File: src/rtl/ysyx_040750_wb_sched_pkg.sv
// Shared constants and source encoding for the GPR write-port scheduler.
// Feature macro used by the slice: YSYX_040750_WB_BYPASS_EN.
package ysyx_040750_wb_sched_pkg;

   localparam int REG_CNT = 32;
   localparam int REG_AW  = 5;
   localparam logic [REG_AW-1:0] X0 = 5'd0;

   typedef enum logic {
      SRC_P = 1'b0,
      SRC_L = 1'b1
   } src_e;

   // x0 maps to an empty mask so it can never be tracked or reported busy.
   function automatic logic [REG_CNT-1:0] reg_onehot(input logic [REG_AW-1:0] r);
      logic [REG_CNT-1:0] one;
      one = {{(REG_CNT-1){1'b0}}, 1'b1};
      reg_onehot = (r == X0) ? '0 : (one << r);
   endfunction

endpackage

File: src/rtl/ysyx_040750_scoreboard.sv
// Busy-bit scoreboard: issue claims, retire clears on the L write, RAW/WAW hazard; 0-cycle hazard path.
// Issue is back-pressured while the destination is busy; YSYX_040750_WB_BYPASS_EN masks the retiring register.
module ysyx_040750_scoreboard
   import ysyx_040750_wb_sched_pkg::*;
(
   input  logic              I_sys_clk,
   input  logic              I_rst,
   input  logic              iss_vld,
   input  logic [REG_AW-1:0] iss_rd,
   output logic              iss_rdy,
   input  logic [REG_AW-1:0] dec_rs1,
   input  logic [REG_AW-1:0] dec_rs2,
   input  logic [REG_AW-1:0] dec_rd,
   input  logic              ret_vld,
   input  src_e              ret_src,
   input  logic [REG_AW-1:0] ret_rd,
`ifdef YSYX_040750_WB_BYPASS_EN
   output logic              byp_hit1,
   output logic              byp_hit2,
`endif
   output logic              hazard
);

   logic [REG_CNT-1:0] busy;
   logic [REG_CNT-1:0] set_mask;
   logic [REG_CNT-1:0] clr_mask;
   logic [REG_CNT-1:0] haz_busy;
   logic [REG_CNT-1:0] dec_mask;

   assign iss_rdy  = !busy[iss_rd] || (iss_rd == X0);
   assign set_mask = (iss_vld && iss_rdy) ? reg_onehot(iss_rd) : '0;
   // Clear coincides with the actual GPR write of an L result.
   assign clr_mask = (ret_vld && (ret_src == SRC_L)) ? reg_onehot(ret_rd) : '0;

   always_ff @(posedge I_sys_clk) begin
      if (I_rst) begin
         busy <= '0;
      end else begin
         busy <= (busy & ~clr_mask) | set_mask;
      end
   end

`ifdef YSYX_040750_WB_BYPASS_EN
   assign haz_busy = busy & ~clr_mask;
   assign byp_hit1 = (clr_mask != '0) && (dec_rs1 == ret_rd);
   assign byp_hit2 = (clr_mask != '0) && (dec_rs2 == ret_rd);
`else
   assign haz_busy = busy;
`endif

   assign dec_mask = reg_onehot(dec_rs1) | reg_onehot(dec_rs2) | reg_onehot(dec_rd);
   assign hazard   = |(haz_busy & dec_mask);

endmodule

File: src/rtl/ysyx_040750_wb_sched.sv
// Shares the single GPR write port between pipeline (P) and long-unit (L) writebacks; 1-cycle registered write.
// P wins by default; after STARVE_MAX lost cycles L is forced through and P sees ready low. Bypass: YSYX_040750_WB_BYPASS_EN.
module ysyx_040750_wb_sched
   import ysyx_040750_wb_sched_pkg::*;
#(
   parameter int DATA_W     = 64,
   parameter int STARVE_MAX = 4
)
(
   input  logic              I_sys_clk,
   input  logic              I_rst,
   input  logic              I_p_valid,
   input  logic [REG_AW-1:0] I_p_rd,
   input  logic [DATA_W-1:0] I_p_data,
   output logic              O_p_ready,
   input  logic              I_l_valid,
   input  logic [REG_AW-1:0] I_l_rd,
   input  logic [DATA_W-1:0] I_l_data,
   output logic              O_l_ready,
   input  logic              I_iss_valid,
   input  logic [REG_AW-1:0] I_iss_rd,
   output logic              O_iss_ready,
   input  logic [REG_AW-1:0] I_dec_rs1,
   input  logic [REG_AW-1:0] I_dec_rs2,
   input  logic [REG_AW-1:0] I_dec_rd,
   output logic              O_hazard,
`ifdef YSYX_040750_WB_BYPASS_EN
   output logic              O_byp_hit1,
   output logic              O_byp_hit2,
   output logic [DATA_W-1:0] O_byp_data,
`endif
   output logic              O_gpr_wen,
   output logic [REG_AW-1:0] O_gpr_rd,
   output logic [DATA_W-1:0] O_gpr_wdata
);

   localparam int CNT_W = $clog2(STARVE_MAX + 1);
   localparam logic [CNT_W-1:0] STARVE_LIM = CNT_W'(STARVE_MAX);

   logic [CNT_W-1:0]  starve_cnt;
   logic              force_l;
   logic              l_win;
   logic              p_hs;
   logic              l_hs;
   logic [REG_AW-1:0] wb_rd;
   logic [DATA_W-1:0] wb_dat;
   logic              gpr_wen;
   logic [REG_AW-1:0] gpr_rd;
   logic [DATA_W-1:0] gpr_wdata;
   src_e              gpr_src;

   assign force_l   = (starve_cnt == STARVE_LIM);
   assign l_win     = I_l_valid && (force_l || !I_p_valid);
   assign O_l_ready = l_win;
   assign O_p_ready = !l_win;
   assign p_hs      = I_p_valid && O_p_ready;
   assign l_hs      = I_l_valid && O_l_ready;
   assign wb_rd     = l_hs ? I_l_rd   : I_p_rd;
   assign wb_dat    = l_hs ? I_l_data : I_p_data;

   always_ff @(posedge I_sys_clk) begin
      if (I_rst || !I_l_valid || l_hs) begin
         starve_cnt <= '0;
      end else if (!force_l) begin
         starve_cnt <= starve_cnt + CNT_W'(1);
      end
   end

   // x0 handshakes are consumed but never reach the write port.
   always_ff @(posedge I_sys_clk) begin
      if (I_rst) begin
         gpr_wen   <= 1'b0;
         gpr_rd    <= X0;
         gpr_wdata <= '0;
         gpr_src   <= SRC_P;
      end else if (p_hs || l_hs) begin
         gpr_wen   <= (wb_rd != X0);
         gpr_rd    <= wb_rd;
         gpr_wdata <= wb_dat;
         gpr_src   <= l_hs ? SRC_L : SRC_P;
      end else begin
         gpr_wen   <= 1'b0;
      end
   end

   assign O_gpr_wen   = gpr_wen;
   assign O_gpr_rd    = gpr_rd;
   assign O_gpr_wdata = gpr_wdata;

`ifdef YSYX_040750_WB_BYPASS_EN
   assign O_byp_data = gpr_wdata;
`endif

   ysyx_040750_scoreboard u_scoreboard (
      .I_sys_clk (I_sys_clk),
      .I_rst     (I_rst),
      .iss_vld   (I_iss_valid),
      .iss_rd    (I_iss_rd),
      .iss_rdy   (O_iss_ready),
      .dec_rs1   (I_dec_rs1),
      .dec_rs2   (I_dec_rs2),
      .dec_rd    (I_dec_rd),
      .ret_vld   (gpr_wen),
      .ret_src   (gpr_src),
      .ret_rd    (gpr_rd),
`ifdef YSYX_040750_WB_BYPASS_EN
      .byp_hit1  (O_byp_hit1),
      .byp_hit2  (O_byp_hit2),
`endif
      .hazard    (O_hazard)
   );

endmodule

File: config.mk
export PLATFORM = sky130hd
export DESIGN_NAME = ysyx_040750_wb_sched
export DESIGN_NICKNAME = d
export VERILOG_FILES = /design/src/rtl/ysyx_040750_wb_sched_pkg.sv /design/src/rtl/ysyx_040750_scoreboard.sv /design/src/rtl/ysyx_040750_wb_sched.sv
export SDC_FILE = /design/constraint.sdc
export NUM_CORES = 1
export LEC_CHECK = 0
export ABC_AREA = 1
export BUFFER_PORTS_ARGS = -buffer_cell sky130_fd_sc_hd__buf_2
export CAP_MARGIN = 20
export CORE_ASPECT_RATIO = 0.9
export CORE_MARGIN = 2
export CORE_UTILIZATION = 45
export DETAILED_ROUTE_END_ITERATION = 16
export PLACE_DENSITY = 0.82
export SKIP_LAST_GASP = 1
export SLEW_MARGIN = 25
export SYNTH_ARGS = -nofsm -noshare
export SYNTH_HDL_FRONTEND = slang
export SYNTH_SLANG_ARGS = --single-unit
File: constraint.sdc
create_clock -name I_sys_clk -period 3.62 [get_ports I_sys_clk]
set_input_delay 0.362 -clock I_sys_clk [delete_from_list [all_inputs] [get_ports I_sys_clk]]
set_output_delay 0.362 -clock I_sys_clk [all_outputs]
set_load 0.02 [all_outputs]
# After elaboration in Yosys (flattened, before gate mapping)
# Cells that the tools add are included.
[totals] regBits=106 in_bits=163 out_inout_bits=74 wordCells=55
[op_classes] add_sub_neg=1 n_lt_le_gt_ge=1 n_eq_ne=1 n_shift=5 muxes=12 bitwise=7 reduce_logical=22
[op_table] operator="32-bit two-way mux" count=7
[op_table] operator="1-bit by 5-bit left shift with 32-bit output (first input constant)" count=5
[op_table] operator="32-bit OR" count=3
[op_table] operator="32-bit bitwise AND" count=2
[op_table] operator="64-bit two-way mux" count=1
[op_table] operator="32-bit NOT" count=1
[op_table] operator="32-bit OR reduction" count=1
[op_table] operator="5-bit zero test" count=5
[op_table] operator="5-bit by 6-bit < comparator with 1-bit output (second input constant)" count=1
[op_table] operator="1-bit binary-select mux with 5-bit select" count=1
[op_table] operator="1-bit logical AND" count=5
[op_table] operator="1-bit logical OR" count=5
[op_table] operator="5-bit two-way mux" count=1
[op_table] operator="5-bit nonzero test" count=1
[op_table] operator="1-bit zero test" count=4
[op_table] operator="3-bit by 1-bit adder with 3-bit output (second input constant)" count=1
[op_table] operator="3-bit == test (second input constant)" count=1
[op_table] operator="1-bit two-way mux" count=2
[op_table] operator="2-bit OR reduction" count=1
[op_table] operator="1-bit NOT" count=1

# Longest topological paths before layout
# Gate-level depths: netlist (run 1).
[depth] depth_word=8 mapped_depth=12 depth_no_buf=12

# By module
# Synthesis (run 1) repeated with hierarchy kept, for this count alone.
[unflattened] hier_cells=983 area_unflattened_um2=6362.4
[by_module_without_submodules] module="ysyx_040750_scoreboard" instances=1 cells_each=559 area_per_inst_um2=3185.6 seq_area_each_um2=640.6
[by_module_without_submodules] module="ysyx_040750_wb_sched" instances=1 cells_each=424 area_per_inst_um2=3176.8 seq_area_each_um2=1481.4

# Least setup slack after synthesis (run 1)
# No wires, ideal clock.
[synth_path] path_kind="input -> output" start="input I_dec_rd[3]" end="output O_hazard" arrival_ns=1.486 required_ns=3.258 slack_ns=1.772 stages=10 n_path_buf=2 cell_sequence="clkbuf_1 -> clkbuf_1 -> nand3_1 -> o211ai_1 -> nand2_1 -> nand2_1 -> nor2_1 -> nand2_1 -> nor2_1 -> nand2_1"
[synth_via] elab_chain_cells=5 word_cells_on_any_way=6 classes_between="1 x shift; 1 x mux; 2 x bitwise; 2 x reduce/logical"
[synth_rtl] element="start: declaration" line="ysyx_040750_wb_sched.sv:25" rtl="input logic [REG_AW-1:0] I_dec_rd,"
[synth_rtl] element="5-bit zero test / 1-bit by 5-bit left shift with 32-bit output (equally long branches)" line="ysyx_040750_wb_sched_pkg.sv:18" rtl="reg_onehot = (r == X0) ? '0 : (one << r);"
[synth_rtl] element="32-bit two-way mux *" line="ysyx_040750_wb_sched_pkg.sv:18"
[synth_rtl] element="32-bit OR *" line="ysyx_040750_scoreboard.sv:51" rtl="assign dec_mask = reg_onehot(dec_rs1) | reg_onehot(dec_rs2) | reg_onehot(dec_rd);"
[synth_rtl] element="32-bit bitwise AND *" line="ysyx_040750_scoreboard.sv:52" rtl="assign hazard = |(haz_busy & dec_mask);"
[synth_rtl] element="32-bit OR reduction *" line="ysyx_040750_scoreboard.sv:52"
[synth_rtl] element="end: declaration" line="ysyx_040750_wb_sched.sv:26" rtl="output logic O_hazard,"
# Every way passes the cells marked *; elsewhere a longest branch is shown, timed or not.

# Final worst setup path (run 1)
[layout_path] start="input I_iss_rd[0]" end="output O_iss_ready"
[layout_via] elab_chain_cells=4 word_cells_on_any_way=5 classes_between="2 x mux; 3 x reduce/logical"
[layout_rtl] element="start: declaration" line="ysyx_040750_wb_sched.sv:21" rtl="input logic [REG_AW-1:0] I_iss_rd,"
[layout_rtl] element="1-bit binary-select mux with 5-bit select" line="ysyx_040750_scoreboard.sv:30" rtl="assign iss_rdy = !busy[iss_rd] || (iss_rd == X0);"
[layout_rtl] element="1-bit two-way mux (implied by the code)" line="ysyx_040750_scoreboard.sv:30"
[layout_rtl] element="1-bit zero test" line="ysyx_040750_scoreboard.sv:30"
[layout_rtl] element="1-bit logical OR *" line="ysyx_040750_scoreboard.sv:30"
[layout_rtl] element="end: declaration" line="ysyx_040750_wb_sched.sv:22" rtl="output logic O_iss_ready,"
# Every way passes the cells marked *; elsewhere a longest branch is shown, timed or not. The select of a mux whose other input is x is not followed.

==> impl_results.md, run 1 <==
* DP HPWL at 15500 um
* Layout net count at 1312
* Antenna Nets Post-Route at 0
* Syn Area/Cell at 6.29 um^2
* Largest net degree at the start of global routing at 74
* Vias in the first global route at 6819
* Row cnt at 40
* WHS Path Cells at 3
* CTS max path bufs at 2
* Slew @ Worst Pin at 831 ps
* Critical Path AT at 2140 ps
* Worst hold path type: in -> reg
* CTS clock-pin slew for the worst setup and hold paths at 80 ps
* Worst r2r path cells at 10
* H-tree depth at 3
* Starting Density at 45.9%
* Fmax at 400 MHz
* Total clock sinks at 106
* Grt ovf at 0
* Flops & latches, synth at 106
* Met3 Usage GRT at 8.60%
* Leak at 3.39 nW
* Area of the mapped netlist at 0.00611 mm^2
* Setup Skew at 9.70 ps
* Vias at 7461
* Synth cell types at 28
* Post-CTS Setup Bufs at 0
* Finish-stage setup viols at 0
* Area occupied by multi-input gates at 0.00352 mm^2
* Post-CTS Hold Fix Bufs at 0
* Fill cells at 1350
* Initial antenna violation count at 2
* Synthesized net count at 1137
* Drt drc at 1
* Fin area at 0.00749 mm^2
* Critical Path RT at 3260 ps
* Fraction of final layout cells sized beyond drive strength 1 at 24.8%
* Clock share of power at 34.1%
* Status: finished, violations left
* Critical path class: in -> out
* Drt total wl at 21300 um
* Core ar. at 0.0133 mm^2
* Register Area at 0.00212 mm^2
* Failing checks: DRC
* CTS tree: done
* First-pass GRT wire length at 33800 um
* Clk_lat worst skew at 360 ps
* Maximum VDD drop at 0.000296 V
* Top-Level Pins at 237
* Synth Instances at 972
* Clock root buffer: clkbuf_16
* Chip height at 115 um
* Relative slew slack at 44.4%
* Critical Path Start Type: input port
* Total chip power at 0.00282 W
* Seq/Total Area, Yosys at 34.7%
* MaxCap Viol Count at 0
* Full die area at 0.0145 mm^2
* Met2 Use GR at 46.1%
* Tcrit/Tclk final at 69.1%
* Total CTS buffers at 9
* Number of warning messages in the yosys log at 0
* Pwr per Cell Area at 376 mW/mm^2
* Internal power at 0.00190 W
* WL/cell at 16.1 um
* Gr busiest metal: met2
* Switching share of power at 32.4%
* DP Area at 0.00721 mm^2
* Met1 usage at 36.1%
* Sequential share of power at 45.5%
* Critical-path maximum fanout at 32
* Crit. End Element: output pin
* Fin. max-slew vios at 0
* ANT cells at 0
* Crit path time final at 2500 ps
* RSZ-0062 raised after global routing: false
* Final Wtd Congestion at 1.02
* PortBufs at 236
* Final Hold Vio Count at 0
* Combinational share of power at 20.4%
* Die width at 127 um
* Area grow syn2layout at 22.6%
* Vias per Instance at 5.65
* First-pass iteration count of the detailed router at 12
* DR iter-0 viols at 775
* Setup TNS at 0 ps
* Psw at 0.000912 W
* Total GRT Usage at 28.9%
* PostCTS Resize Cnt at 0
cell families (layout without fill, tap and decap cells):
kind of cell | after synthesis | after routing | synth area share [%]
and+or+nand+nor | 539 | 539 | 39.1
AOI/OAI and AO/OA | 207 | 207 | 17.2
buffers and inverters | 114 | 294 | 8.00
DFF | 106 | 106 | 34.7
muxes | 3 | 3 | 0.491
adders and majority gates | 2 | 2 | 0.409
xor gates and xnor gates | 1 | 1 | 0.143
layout by cell type, fill, tap and decap left out, types with 2 or more instances in the layout:
cell type	Yosys	layout
o211ai_1	4	4
nor2_4	0	2
nand2_1	174	173
dfxtp_1	106	106
nor3_1	19	19
mux2i_1	3	3
nand2_2	2	3
inv_6	0	2
nand3_1	169	169
or2_0	2	2
o22ai_1	2	2
clkinv_2	0	2
clkbuf_16	0	9
o21ai_0	97	97
nand4_1	43	43
inv_2	24	23
ha_1	2	2
buf_4	0	4
nor2_1	126	124
o21ai_1	69	69
inv_8	0	2
buf_2	7	236
inv_1	13	13
a21oi_1	34	34
final cells by class:
cell class,instances,share of cell area (%)
Tap cell,168,2.81
Inverter,38,1.94
Multi-Input combinational cell,752,47.0
Clock buffer,9,3.01
Clock inverter,7,0.785
Timing Repair Buffer,240,16.2
Sequential cell,106,28.3
power by group through the flow:
stage	Clock (W)	Sequential, W	Combinational, W
finish	0.000960	0.00128	0.000575
global route	0.00102	0.00129	0.000629
CTS	0.000979	0.00128	0.000570
detailed placement	0	0.00131	0.000568
global placement	0	0.00131	0.000563
floorplan	0	0.00138	0.000273
flip-flops by register name (all words and copies together), names as in the netlist:
signal,flops
O_gpr_wdata,64
u_scoreboard.busy,32
O_gpr_rd,5
starve_cnt,3
O_gpr_wen,1
gpr_src,1
path summary, 6_finish.rpt:
check / start / end / slack, ps
setup / recovery: I_iss_rd[0] / O_iss_ready / 1120
hold / removal: I_p_data[46] / O_gpr_wdata[46] / 250
setup reg to reg: starve_cnt[0] / O_gpr_wen / 1530
hold reg to reg: u_scoreboard.busy[0] / u_scoreboard.busy[0] / 440
routing by layer:
metal | wire length (um) | vias to the layer above | part of all wire [%]
li1 | - | 3679 | -
met5 | 13 | - | 0.061
met2 | 9870 | 402 | 46
met1 | 8500 | 3313 | 40
met4 | 841 | 2 | 3.9
met3 | 2100 | 65 | 9.8
cells in the mapped netlist (all sizes together):
library cell  count  area (um^2)
o21ai           166          831
nor4              1         6.26
nand3           169          846
o22ai             2         12.5
dfxtp           106         2120
clkinv            1         3.75
a21oi            34          170
ha                2         25.0
nor2            127          479
a31oi             1         6.26
clkbuf           55          206
mux2i             3         30.0
xnor2             1         8.76
nand4            43          269
nand2           176          666
buf              21          140
o211ai            4         30.0
or2               3         18.8
nor3             19         95.1
nand3b            1         7.51
inv              37          139
critical path, cell delays in order:
cell	delay, ps
buf_2	190
nor2_1	480
a21oi_1	130
nand3_1	90
nand3_1	60
nand2_1	80
nand2_2	340
nand2_1	190
inv_1	50
buf_2	150
metrics by stage:
stage	setup WS [ps]	std cells	utilization (%)	hold WS, ps
2_1_floorplan	1770	972	-	403
3_3_place_gp	1220	1304	54.1	434
3_5_place_dp	1170	1304	54.1	432
4_1_cts	1170	1320	56.3	239
5_1_grt	925	1320	56.3	242
6_report	1120	1320	56.3	251
No activity file was read; power rests on OpenSTA's default activity.
==> inputs of run 2 (changes only) <==
PLACE_DENSITY = 0.85   (was 0.82)
clock period = 2.02 ns   (was 3.62 ns; I/O delays follow)
==> run 2 against run 1 <==
The flow still finishes with violations (DRC). Cell count increased by 2.3%. Combinational power rose by 93%. Clock power increased by 95%. Critical path type is now reg -> out. Critical endpoint is now O_l_ready. Highest routed layer is now met4.
==> impl_results.md, run 2 (synthesis gave the netlist of run 1 again) <==
* Status: finished, violations left
* Failing checks: DRC
* Largest net degree at the start of global routing at 68
* First-pass GRT wire length at 35100 um
* Met1 usage at 37.6%
* Fraction of final layout cells sized beyond drive strength 1 at 26.6%
* Post-CTS Hold Fix Bufs at 0
* Met3 Usage GRT at 7.94%
* R2R setup slack at 270 ps
* Setup TNS at 0 ps
* Slew @ Worst Pin at 598 ps
* Crit path time final at 1900 ps
* Fin. max-slew vios at 0
* Drt drc at 1
* Starting Density at 45.9%
* Final Wtd Congestion at 0.952
* Setup Skew at 12.8 ps
* Relative slew slack at 60.1%
* Total CTS buffers at 9
* Fmax at 525 MHz
* Critical path class: reg -> out
* H-tree depth at 3
* Tcrit/Tclk final at 94.3%
* CTS tree: done
* Pwr per Cell Area at 676 mW/mm^2
* DP HPWL at 16600 um
* Layout net count at 1341
* Clock root buffer: clkbuf_16
* Total clock sinks at 106
* Leak at 3.57 nW
* Chip height at 115 um
* Critical Path Start Type: flip-flop
* Critical Path RT at 1820 ps
* Clk_lat worst skew at 360 ps
* Gr busiest metal: met2
* PortBufs at 236
* Antenna Nets Post-Route at 0
* Area grow syn2layout at 27.8%
* Top-Level Pins at 237
* Drt total wl at 22200 um
* Total GRT Usage at 30.1%
* Maximum VDD drop at 0.000517 V
* MaxCap Viol Count at 0
* Vias per Instance at 5.67
* Commonest non-fill, non-tap cell in the layout: buf_2
* Critical-path maximum fanout at 38
* Final Hold Vio Count at 0
* Commonest cells after routing, fill and taps aside: 236 x buf_2, 173 x nand2_1, 169 x nand3_1, 124 x nor2_1, 106 x dfxtp_1
* Core ar. at 0.0133 mm^2
* Vias in the first global route at 6945
* DR iter-0 viols at 701
* Post-CTS Setup Bufs at 0
* Full die area at 0.0145 mm^2
* Met2 Use GR at 49.0%
* Grt ovf at 0
* CTS clock-pin slew for the worst setup and hold paths at 80 ps
* First-pass iteration count of the detailed router at 11
* Crit. End Element: output pin
* WL/cell at 16.4 um
* Max reg flops at 64
* Final core occ at 58.7%
* Die width at 127 um
* Worst hold path type: in -> reg
* Vias at 7652
* Finish-stage setup viols at 0
* Critical Path AT at 1700 ps
* Row cnt at 40
* RSZ-0062 raised after global routing: false
* Initial antenna violation count at 2
* CTS max path bufs at 2
-- run 2: cell types whose count changed in the layout (fill, tap and decap cells not counted) --
cell / change
buf_4: +23
buf_12: +6
clkinv_2: -2
bufinv_16: +1
clkbuf_1: +1
clkbuf_8: +1
diode_2: +1
inv_8: -1
-- run 2: metrics by stage --
| step | cells | total power [W] | hold WS [ps] | setup WS [ps] | area (um^2) |
|---|---|---|---|---|---|
| after floorplan | 972 | 0.00296 | 348 | 358 | 6110 |
| after global routing | 1350 | 0.00549 | 91.0 | 7.41 | 7810 |
| after detailed placement | 1333 | 0.00344 | 433 | 159 | 7480 |
| final | 1350 | 0.00528 | 93.5 | 116 | 7810 |
| after global placement | 1333 | 0.00342 | 420 | 213 | 7480 |
| after CTS | 1349 | 0.00529 | 84.2 | 37.9 | 7800 |
-- run 2: path summary, 6_finish.rpt --
| check | from | endpoint | depth (start not counted) |
|---|---|---|---|
| max | starve_cnt[0] | O_l_ready | 7 |
| max reg2reg | starve_cnt[0] | O_gpr_wen | 10 |
| min | I_p_data[41] | O_gpr_wdata[41] | 3 |
| min reg2reg | u_scoreboard.busy[0] | u_scoreboard.busy[0] | 2 |
-- run 2: power breakdown --
group / internal, W / switching, W
Combinational: 0.000388 / 0.000724
Sequential: 0.00221 / 0.0000801
Clock: 0.00102 / 0.000856
-- run 2: cell type report --
class	count	area, um^2
timing repair buffer	269	1500
multi-input combinational	752	3520
clock buffer	11	243
antenna	1	2.50
clock inverter	5	67.6
sequential	106	2120
tap	168	210
fill	1309	5500
inverter	38	145
-- run 2: what timing repair did --
item / in CTS / in global routing
gates cloned: 0 / 0
gates resized for setup: 2 / 2
endpoints found under the hold margin: 0 / 0
setup endpoints to repair: 2 / 1
pin swaps: 0 / 0
-- run 2: per-layer routing --
layer / share of wire (%) / vias up / wire length, um
li1: - / 3732 / -
met1: 39 / 3401 / 8740
met2: 47 / 451 / 10400
met3: 10 / 68 / 2260
met4: 3.6 / 0 / 806
met5: 0 / - / 0
-- run 2: critical path: stages, from the launching register on --
cell	delay (ps)
dfxtp_1	340
inv_1	60
ha_1	130
nand2_1	80
nand2_1	80
nand2_2	100
inv_4	310
buf_2	240
